$ cat config.mk
export PLATFORM = sky130hd
export DESIGN_NAME = mnist_seq_ctrl_flat
export DESIGN_NICKNAME = d
export VERILOG_FILES = /design/src/rtl/mnist_seq_ctrl_pkg.sv /design/src/rtl/mnist_seq_ctrl_if.sv /design/src/rtl/mnist_seq_ctrl_seq_watchdog.sv /design/src/rtl/mnist_seq_ctrl.sv /design/src/flat_wrapper.sv
export SDC_FILE = /design/constraint.sdc
export NUM_CORES = 1
export LEC_CHECK = 0
export ABC_AREA = 1
export CORE_UTILIZATION = 44
export DETAILED_ROUTE_END_ITERATION = 8
export GPL_TIMING_DRIVEN = 0
export HOLD_SLACK_MARGIN = 0.06
export PLACE_DENSITY_LB_ADDON = 0.1
export SLEW_MARGIN = 20
export SYNTH_ARGS = -nofsm -noshare
export SYNTH_HDL_FRONTEND = slang
export SYNTH_SLANG_ARGS = --single-unit
$ cat constraint.sdc
create_clock -name i_clk -period 1.9 [get_ports i_clk]
set_clock_uncertainty 0.2 [all_clocks]
set_input_delay 0.285 -clock i_clk [delete_from_list [all_inputs] [get_ports i_clk]]
set_output_delay 0.285 -clock i_clk [all_outputs]
set_load 0.05 [all_outputs]
$ cat src/rtl/mnist_seq_ctrl_pkg.sv
// Shared state encoding and default widths for the MNIST accelerator sequencer.
package mnist_pkg;

  localparam int AW_DEF    = 16;
  localparam int CLS_W_DEF = 4;
  localparam int TO_W_DEF  = 20;

  typedef logic [2:0] seq_state_t;

  localparam seq_state_t ST_IDLE       = 3'd0;
  localparam seq_state_t ST_DMA_RST    = 3'd1;
  localparam seq_state_t ST_DMA_KICK   = 3'd2;
  localparam seq_state_t ST_WAIT_CONVW = 3'd3;
  localparam seq_state_t ST_CONV_RUN   = 3'd4;
  localparam seq_state_t ST_WAIT_FCW   = 3'd5;
  localparam seq_state_t ST_FC_RUN     = 3'd6;
  localparam seq_state_t ST_DONE       = 3'd7;

  // States in which the FC weight load may still be completing in the background.
  function automatic logic fc_weights_pending(input seq_state_t s);
    return (s == ST_CONV_RUN) || (s == ST_WAIT_FCW);
  endfunction

endpackage

$ cat src/rtl/mnist_seq_ctrl_if.sv
// Handshake bundle between the sequencer and the weight DMA, conv engine and FC engines.
interface mnist_seq_ctrl_if #(
  parameter int AW    = 16,
  parameter int CLS_W = 4
);

  logic [AW-1:0]    conv_weight_length;
  logic [AW-1:0]    fc_weight_length;
  logic             dma_rst_n;
  logic             dma_start;
  logic             dma_conv_load_finish;
  logic             dma_finish;
  logic             conv_start;
  logic             conv_done;
  logic             fc_start;
  logic             fc_done;
  logic [CLS_W-1:0] fc_class;

  modport master (
    output conv_weight_length,
    output fc_weight_length,
    output dma_rst_n,
    output dma_start,
    input  dma_conv_load_finish,
    input  dma_finish,
    output conv_start,
    input  conv_done,
    output fc_start,
    input  fc_done,
    input  fc_class
  );

  modport slave (
    input  conv_weight_length,
    input  fc_weight_length,
    input  dma_rst_n,
    input  dma_start,
    output dma_conv_load_finish,
    output dma_finish,
    input  conv_start,
    output conv_done,
    input  fc_start,
    output fc_done,
    output fc_class
  );

endinterface

$ cat src/rtl/mnist_seq_ctrl_seq_watchdog.sv
// Step watchdog: counts cycles spent in one sequencer state and flags a stall at all-ones.
module seq_watchdog #(
  parameter int TO_W = 20
) (
  input  logic i_clk,
  input  logic i_rst_n,
  input  logic clear,
  input  logic enable,
  output logic expire
);

  logic [TO_W-1:0] count;

  assign expire = &count;

  // Saturates at all-ones so expire stays asserted until the owner clears it.
  always_ff @(posedge i_clk) begin
    if (!i_rst_n || clear) begin
      count <= '0;
    end else if (enable && !expire) begin
      count <= count + 1'b1;
    end
  end

endmodule

$ cat src/rtl/mnist_seq_ctrl.sv
// Top-level sequencer for the MNIST accelerator: weight DMA, conv engine, FC engines, result.
module mnist_seq_ctrl
  import mnist_pkg::*;
#(
  parameter int AW    = AW_DEF,
  parameter int CLS_W = CLS_W_DEF,
  parameter int TO_W  = TO_W_DEF
) (
  input  logic             i_clk,
  input  logic             i_rst_n,
  input  logic             i_start,
  input  logic             i_reload,
  input  logic [AW-1:0]    i_conv_weight_length,
  input  logic [AW-1:0]    i_fc_weight_length,
  output logic             o_busy,
  output logic             o_done,
  output logic [CLS_W-1:0] o_class,
  output logic             o_error,
  output logic             o_weights_valid,
  mnist_seq_ctrl_if.master eng
);

  seq_state_t    state;
  seq_state_t    state_nxt;
  logic          accept;
  logic          need_dma;
  logic          timeout;
  logic          wd_expire;
  logic          conv_start_q;
  logic          fc_start_q;
  logic          rst_seen_q;
  logic          dma_rst_n_q;
  logic [AW-1:0] conv_len_q;
  logic [AW-1:0] fc_len_q;

  seq_watchdog #(
    .TO_W (TO_W)
  ) u_watchdog (
    .i_clk   (i_clk),
    .i_rst_n (i_rst_n),
    .clear   (state_nxt != state),
    .enable  (state != ST_IDLE),
    .expire  (wd_expire)
  );

  // Next-state logic; a watchdog expiry overrides whatever the current step was waiting on.
  always_comb begin
    state_nxt = state;
    accept    = 1'b0;
    need_dma  = i_reload || !o_weights_valid;
    timeout   = wd_expire && (state != ST_IDLE);
    if (timeout) begin
      state_nxt = ST_IDLE;
    end else begin
      case (state)
        ST_IDLE: begin
          if (i_start) begin
            accept    = 1'b1;
            state_nxt = need_dma ? ST_DMA_RST : ST_CONV_RUN;
          end
        end
        ST_DMA_RST:  state_nxt = ST_DMA_KICK;
        ST_DMA_KICK: state_nxt = ST_WAIT_CONVW;
        ST_WAIT_CONVW: begin
          if (eng.dma_conv_load_finish) state_nxt = ST_CONV_RUN;
        end
        ST_CONV_RUN: begin
          if (eng.conv_done) begin
            state_nxt = (eng.dma_finish || o_weights_valid) ? ST_FC_RUN : ST_WAIT_FCW;
          end
        end
        ST_WAIT_FCW: begin
          if (eng.dma_finish) state_nxt = ST_FC_RUN;
        end
        ST_FC_RUN: begin
          if (eng.fc_done) state_nxt = ST_DONE;
        end
        ST_DONE: state_nxt = ST_IDLE;
        default: state_nxt = ST_IDLE;
      endcase
    end
  end

  // The DMA reset is held one extra cycle past our own reset so the DMA sees a clean release.
  always_ff @(posedge i_clk) begin
    if (!i_rst_n) begin
      state           <= ST_IDLE;
      conv_start_q    <= 1'b0;
      fc_start_q      <= 1'b0;
      rst_seen_q      <= 1'b0;
      dma_rst_n_q     <= 1'b0;
      conv_len_q      <= '0;
      fc_len_q        <= '0;
      o_class         <= '0;
      o_error         <= 1'b0;
      o_weights_valid <= 1'b0;
    end else begin
      state        <= state_nxt;
      conv_start_q <= (state_nxt == ST_CONV_RUN) && (state != ST_CONV_RUN);
      fc_start_q   <= (state_nxt == ST_FC_RUN) && (state != ST_FC_RUN);
      rst_seen_q   <= 1'b1;
      dma_rst_n_q  <= rst_seen_q && (state_nxt != ST_DMA_RST);

      if (accept) begin
        conv_len_q <= i_conv_weight_length;
        fc_len_q   <= i_fc_weight_length;
      end

      if (timeout) begin
        o_error <= 1'b1;
      end else if (accept) begin
        o_error <= 1'b0;
      end

      if (timeout || (accept && need_dma)) begin
        o_weights_valid <= 1'b0;
      end else if (fc_weights_pending(state) && eng.dma_finish) begin
        o_weights_valid <= 1'b1;
      end

      if (!timeout && (state == ST_FC_RUN) && eng.fc_done) begin
        o_class <= eng.fc_class;
      end
    end
  end

  assign o_busy                 = (state != ST_IDLE);
  assign o_done                 = (state == ST_DONE);
  assign eng.dma_start          = (state == ST_DMA_KICK);
  assign eng.dma_rst_n          = dma_rst_n_q;
  assign eng.conv_start         = conv_start_q;
  assign eng.fc_start           = fc_start_q;
  assign eng.conv_weight_length = conv_len_q;
  assign eng.fc_weight_length   = fc_len_q;

endmodule
$ cat src/flat_wrapper.sv
// flat-port wrapper written by rule: the top's interface ports become plain ports
module mnist_seq_ctrl_flat import mnist_pkg::*;
#(
  parameter int AW    = AW_DEF,
  parameter int CLS_W = CLS_W_DEF,
  parameter int TO_W  = TO_W_DEF
)
  (i_clk, i_rst_n, i_start, i_reload, i_conv_weight_length, i_fc_weight_length, o_busy, o_done, o_class, o_error, o_weights_valid, eng_conv_weight_length, eng_fc_weight_length, eng_dma_rst_n, eng_dma_start, eng_dma_conv_load_finish, eng_dma_finish, eng_conv_start, eng_conv_done, eng_fc_start, eng_fc_done, eng_fc_class);
  mnist_seq_ctrl_if #(.AW(AW), .CLS_W(CLS_W)) eng_i ();
  input  logic i_clk;
  input  logic i_rst_n;
  input  logic i_start;
  input  logic i_reload;
  input  logic [AW-1:0] i_conv_weight_length;
  input  logic [AW-1:0] i_fc_weight_length;
  output logic o_busy;
  output logic o_done;
  output logic [CLS_W-1:0] o_class;
  output logic o_error;
  output logic o_weights_valid;
  output wire logic [$bits(eng_i.conv_weight_length)-1:0] eng_conv_weight_length;
  output wire logic [$bits(eng_i.fc_weight_length)-1:0] eng_fc_weight_length;
  output wire logic [$bits(eng_i.dma_rst_n)-1:0] eng_dma_rst_n;
  output wire logic [$bits(eng_i.dma_start)-1:0] eng_dma_start;
  input wire logic [$bits(eng_i.dma_conv_load_finish)-1:0] eng_dma_conv_load_finish;
  input wire logic [$bits(eng_i.dma_finish)-1:0] eng_dma_finish;
  output wire logic [$bits(eng_i.conv_start)-1:0] eng_conv_start;
  input wire logic [$bits(eng_i.conv_done)-1:0] eng_conv_done;
  output wire logic [$bits(eng_i.fc_start)-1:0] eng_fc_start;
  input wire logic [$bits(eng_i.fc_done)-1:0] eng_fc_done;
  input wire logic [$bits(eng_i.fc_class)-1:0] eng_fc_class;
  assign eng_conv_weight_length = eng_i.conv_weight_length;
  assign eng_fc_weight_length = eng_i.fc_weight_length;
  assign eng_dma_rst_n = eng_i.dma_rst_n;
  assign eng_dma_start = eng_i.dma_start;
  assign eng_i.dma_conv_load_finish = eng_dma_conv_load_finish;
  assign eng_i.dma_finish = eng_dma_finish;
  assign eng_conv_start = eng_i.conv_start;
  assign eng_i.conv_done = eng_conv_done;
  assign eng_fc_start = eng_i.fc_start;
  assign eng_i.fc_done = eng_fc_done;
  assign eng_i.fc_class = eng_fc_class;
  mnist_seq_ctrl #(.AW(AW), .CLS_W(CLS_W), .TO_W(TO_W)) u_core (.i_clk(i_clk), .i_rst_n(i_rst_n), .i_start(i_start), .i_reload(i_reload), .i_conv_weight_length(i_conv_weight_length), .i_fc_weight_length(i_fc_weight_length), .o_busy(o_busy), .o_done(o_done), .o_class(o_class), .o_error(o_error), .o_weights_valid(o_weights_valid), .eng(eng_i));
endmodule
==> results.rst <==
.. list-table::
   :header-rows: 1

   * - Metric
     - Value
   * - Final #Nets
     - 645
   * - Final hold vios
     - 0
   * - Clock transition at the registers of the reported paths
     - ~80 ps
   * - Via count of the first global-routing pass
     - 3,286
   * - Fraction of met1 tracks used by global routing
     - 0.254
   * - Synth top area cells
     - dfxtp_1, nand2_1, nand3_1
   * - Largest delay contributor family on the critical path
     - simple AND/OR/NAND/NOR gates
   * - Post-route ant nets
     - 0
   * - Wire length of the first global-routing pass
     - 14.5 mm
   * - Highest clock frequency the design can meet
     - a little over 500 MHz
   * - Synth Area per Inst
     - between 6 and 7 sq um
   * - Die width
     - 88.8 um
   * - Area of the multi-input gates
     - 0.00185 sq mm
   * - Path depth of the worst reg2reg path
     - 11
   * - Tightest hold margin
     - 156 ps
   * - Buffer levels on the longest clock path
     - 2
   * - Reported leakage power
     - roughly 2.0 nW
   * - Number of hold buffers added after cts
     - 0
   * - Final Instance Area
     - 0.00494 sq mm
   * - Buffers plus inverters on the worst setup path
     - 2
   * - Count of synthesis-stage warnings from yosys
     - 0
   * - Synthesized Nets
     - 520
   * - Share of layout cells above drive strength 1
     - 0.233
   * - Area share of the largest cell type after synthesis
     - 0.393
   * - Die area
     - 0.00788 sq mm
   * - Largest fanout of any net on the critical path
     - 10
   * - Min Tclk post-route
     - 1980 ps
   * - Starting Density
     - 0.457
   * - Area leader, netlist
     - dfxtp_1
   * - Initial detailed-routing violation count
     - 162
   * - Clock tree from TritonCTS
     - yes
   * - Slowest cell on the critical path
     - dfxtp_4
   * - Final max-slew violation count
     - 0
   * - Clock latency of the later-clocked register in the worst-skew pair
     - 340 ps
   * - Data required time of the worst path
     - 1960 ps
   * - Stages on worst setup path
     - 11
   * - Number of primary I/O pins
     - 88
   * - Part of the cycle the worst path needs
     - 1.04
   * - CTS Root Cell
     - clkbuf_8
   * - Met2 layer usage reported by global route
     - 0.437
   * - Worst Hold Class
     - input pin to flop
   * - CP startpoint kind
     - flop
   * - Number of register bits inferred by synthesis
     - 65
   * - Worst Tran Pin Value
     - 527 ps
   * - Storage cell area
     - 0.00133 sq mm
   * - Detailed-route vias per instance
     - between 5 and 6
   * - Maximum number of pins on one net before global-route repair
     - 17
   * - Signal arrival time at the worst endpoint
     - between 2000 and 2500 ps
   * - Number of placement rows
     - 31
   * - Violated checks
     - setup timing
   * - Setup repair after global routing missed its margin
     - yes
   * - Antenna Diode Count
     - 0
   * - Antenna violations before repair
     - 0
   * - Total clock buffers created by CTS
     - 9
   * - Setup violation total in the final timing report
     - 18
   * - RePlAce Congestion
     - 0.885
   * - Grt peak-use layer
     - met2
   * - Core Area
     - 0.00725 sq mm
   * - CP Class
     - flop to flop
   * - Total Routed Length
     - 9.27 mm
   * - Run status
     - finished, violations left
   * - Category of the worst setup path capture point
     - flop
   * - Detailed-router iteration count before antenna repair
     - 5
   * - Total half-perimeter wirelength after legalization and detailed placement
     - 6.08 mm
   * - Crit path largest cell delay
     - 370 ps
   * - Cell Pwr Density
     - 1340 mW/mm^2
   * - Met3 capacity usage during global routing
     - 0.0793
   * - Setup TNS
     - -868 ps
   * - Post-synth cell types
     - 30
   * - CTS H-tree lvls
     - 3
   * - Placement-stage cell area
     - 0.00432 sq mm
   * - Via count
     - 3,527
   * - Grt ovf
     - 0
   * - Worst r2r src
     - u_core.u_watchdog.count[15]
   * - Worst rel slew slack
     - 0.650
   * - GRT Resource Usage Total
     - 0.243
   * - Signed area change from the synthesized netlist to the final layout
     - 49.1%
   * - Number of instances in the synthesized netlist
     - between 400 and 500
   * - Worst IR Drop VDD
     - about 0.77 mV
   * - Sinks on Clock Net
     - 65
   * - Max Cap Viol
     - 0
   * - Setup slack on the worst flop-to-flop path
     - -80 ps
   * - Netlist area before placement
     - roughly 0.0033 sq mm
   * - DRC violation count after routing
     - 0
   * - Setup crit start
     - u_core.u_watchdog.count[15]
   * - Fraction of the yosys area taken by sequential cells
     - 0.393
   * - Final routed wire length divided by cell count
     - 13.2 um
   * - Worst Slack Setup Final
     - -76.7 ps
   * - Final-layout fill cell count
     - 623
   * - Floorplan die height
     - 88.8 um
   * - Final total power
     - ~6.6 mW
   * - Capture point of the critical path
     - u_core.u_watchdog.count[1]
   * - Quantity of I/O buffers inserted on ports
     - 86
   * - Worst slack at placement
     - -424 ps
   * - Cell-by-cell trace of the critical path
     - nand2_1 > nor2_2 > inv_1 > nor2_4 > nand3_4 > nand2_4 > nand2_2 > nand2_2 > nand2_4 > buf_12 > nor3_2
   * - Worst reg2reg path endpoint
     - u_core.u_watchdog.count[1]
-- layout make-up --
class / instances / share of cell area
multi-input combinational: 344 / 0.374
sequential: 65 / 0.269
timing repair buffer: 115 / 0.223
inverter: 43 / 0.0352
buffer: 22 / 0.0327
clock buffer: 9 / 0.0251
tap: 99 / 0.0251
clock inverter: 7 / 0.0157
-- worst min-delay path by stage --
| stage | start | to | slack (ps) | depth (start not counted) |
|---|---|---|---|---|
| final | i_start | u_core.eng.fc_weight_length[1] | 160 | 3 |
| after global placement | u_core.rst_seen_q | u_core.eng.dma_rst_n | 210 | 2 |
| after CTS | i_start | u_core.eng.fc_weight_length[1] | 140 | 3 |
| after global routing | i_start | u_core.eng.fc_weight_length[1] | 170 | 3 |
| after floorplan | i_rst_n | u_core.rst_seen_q | 110 | 0 |
| after detailed placement | u_core.rst_seen_q | u_core.eng.dma_rst_n | 220 | 2 |
-- through the flow --
step | utilization | instances
3_3_place_gp | 0.595 | 660
6_report | 0.681 | 704
2_1_floorplan | - | 475
5_1_grt | 0.681 | 704
4_1_cts | 0.671 | 701
3_5_place_dp | 0.595 | 660
-- sequential cells by signal, indices dropped and copies added, names as in the netlist --
signal	flops
u_core.eng.conv_start	1
u_core.eng.conv_weight_length	16
u_core.eng.dma_rst_n	1
u_core.eng.fc_start	1
u_core.eng.fc_weight_length	16
u_core.o_class	4
u_core.o_error	1
u_core.o_weights_valid	1
u_core.rst_seen_q	1
u_core.state	3
u_core.u_watchdog.count	20
-- layout by cell type (no fill, tap or decap), drive strengths merged, types with 3 or more instances in the layout --
master,netlist,layout
a21oi,42,42
buf,10,40
clkbuf,13,23
clkdlybuf4s50,0,42
clkinv,0,3
dfxtp,65,65
dlygate4sd2,0,41
inv,43,45
nand2,145,145
nand3,49,49
nand4,6,6
nor2,53,53
nor3,24,24
o21ai,11,11
xnor2,5,5
xor2,5,5
-- cell families after synthesis --
| logic type | count (synthesis) | share of synthesized area |
|---|---|---|
| buffers and inverters | 66 | 0.0887 |
| adders and majority gates | 1 | 0.00378 |
| and+or+nand+nor | 280 | 0.408 |
| xor gates and xnor gates | 10 | 0.0264 |
| DFF | 65 | 0.393 |
| AOI/OAI and AO/OA | 53 | 0.0801 |
-- worst reg2reg max path, stage by stage, from the launching register on --
cell     delay, ps
dfxtp_4        370
nand2_1        120
nor2_2         190
inv_1          100
nor2_4         190
nand3_4        140
nand2_4         80
nand2_2         40
nand2_2         70
nand2_4         90
buf_12         160
nor3_2         140
-- cell usage after synthesis --
master	n
nand2_1	138
clkbuf_1	13
a21oi_1	42
o21ai_0	11
nand3_2	1
inv_2	2
nor3_2	20
inv_1	39
nand2_4	2
buf_2	3
nand2_2	4
nand3b_1	1
nand4_1	6
nand2_8	1
buf_4	2
xor2_1	5
inv_4	2
buf_1	1
nor3_1	4
ha_1	1
dfxtp_1	65
and2_1	1
xnor2_1	5
nor2_2	2
nand3_4	1
nand3_1	47
nor4_1	1
nor2_4	3
buf_6	4
nor2_1	48
-- per-layer routing --
layer  up-vias  share of wire
li1       1767              -
met1      1607           0.39
met2       126           0.51
met3        27          0.073
met4         0          0.022
met5         -              0
-- power by group --
part / internal (mW) / switching (mW)
Combinational: 1.45 / 2.33
Sequential: 1.55 / 0.0857
Clock: 0.617 / 0.592
Total: 3.62 / 3.01
-- repair_timing --
| item | 4_1_cts | 5_1_grt |
|---|---|---|
| setup buffers | 23 | 4 |
| pin swaps | 21 | 11 |
| setup endpoints to repair | 88 | 57 |
| resized for setup | 110 | 33 |
| endpoints found under the hold margin | 0 | 0 |
| cloned | 3 | 0 |
No activity file was read; power rests on OpenSTA's default activity.
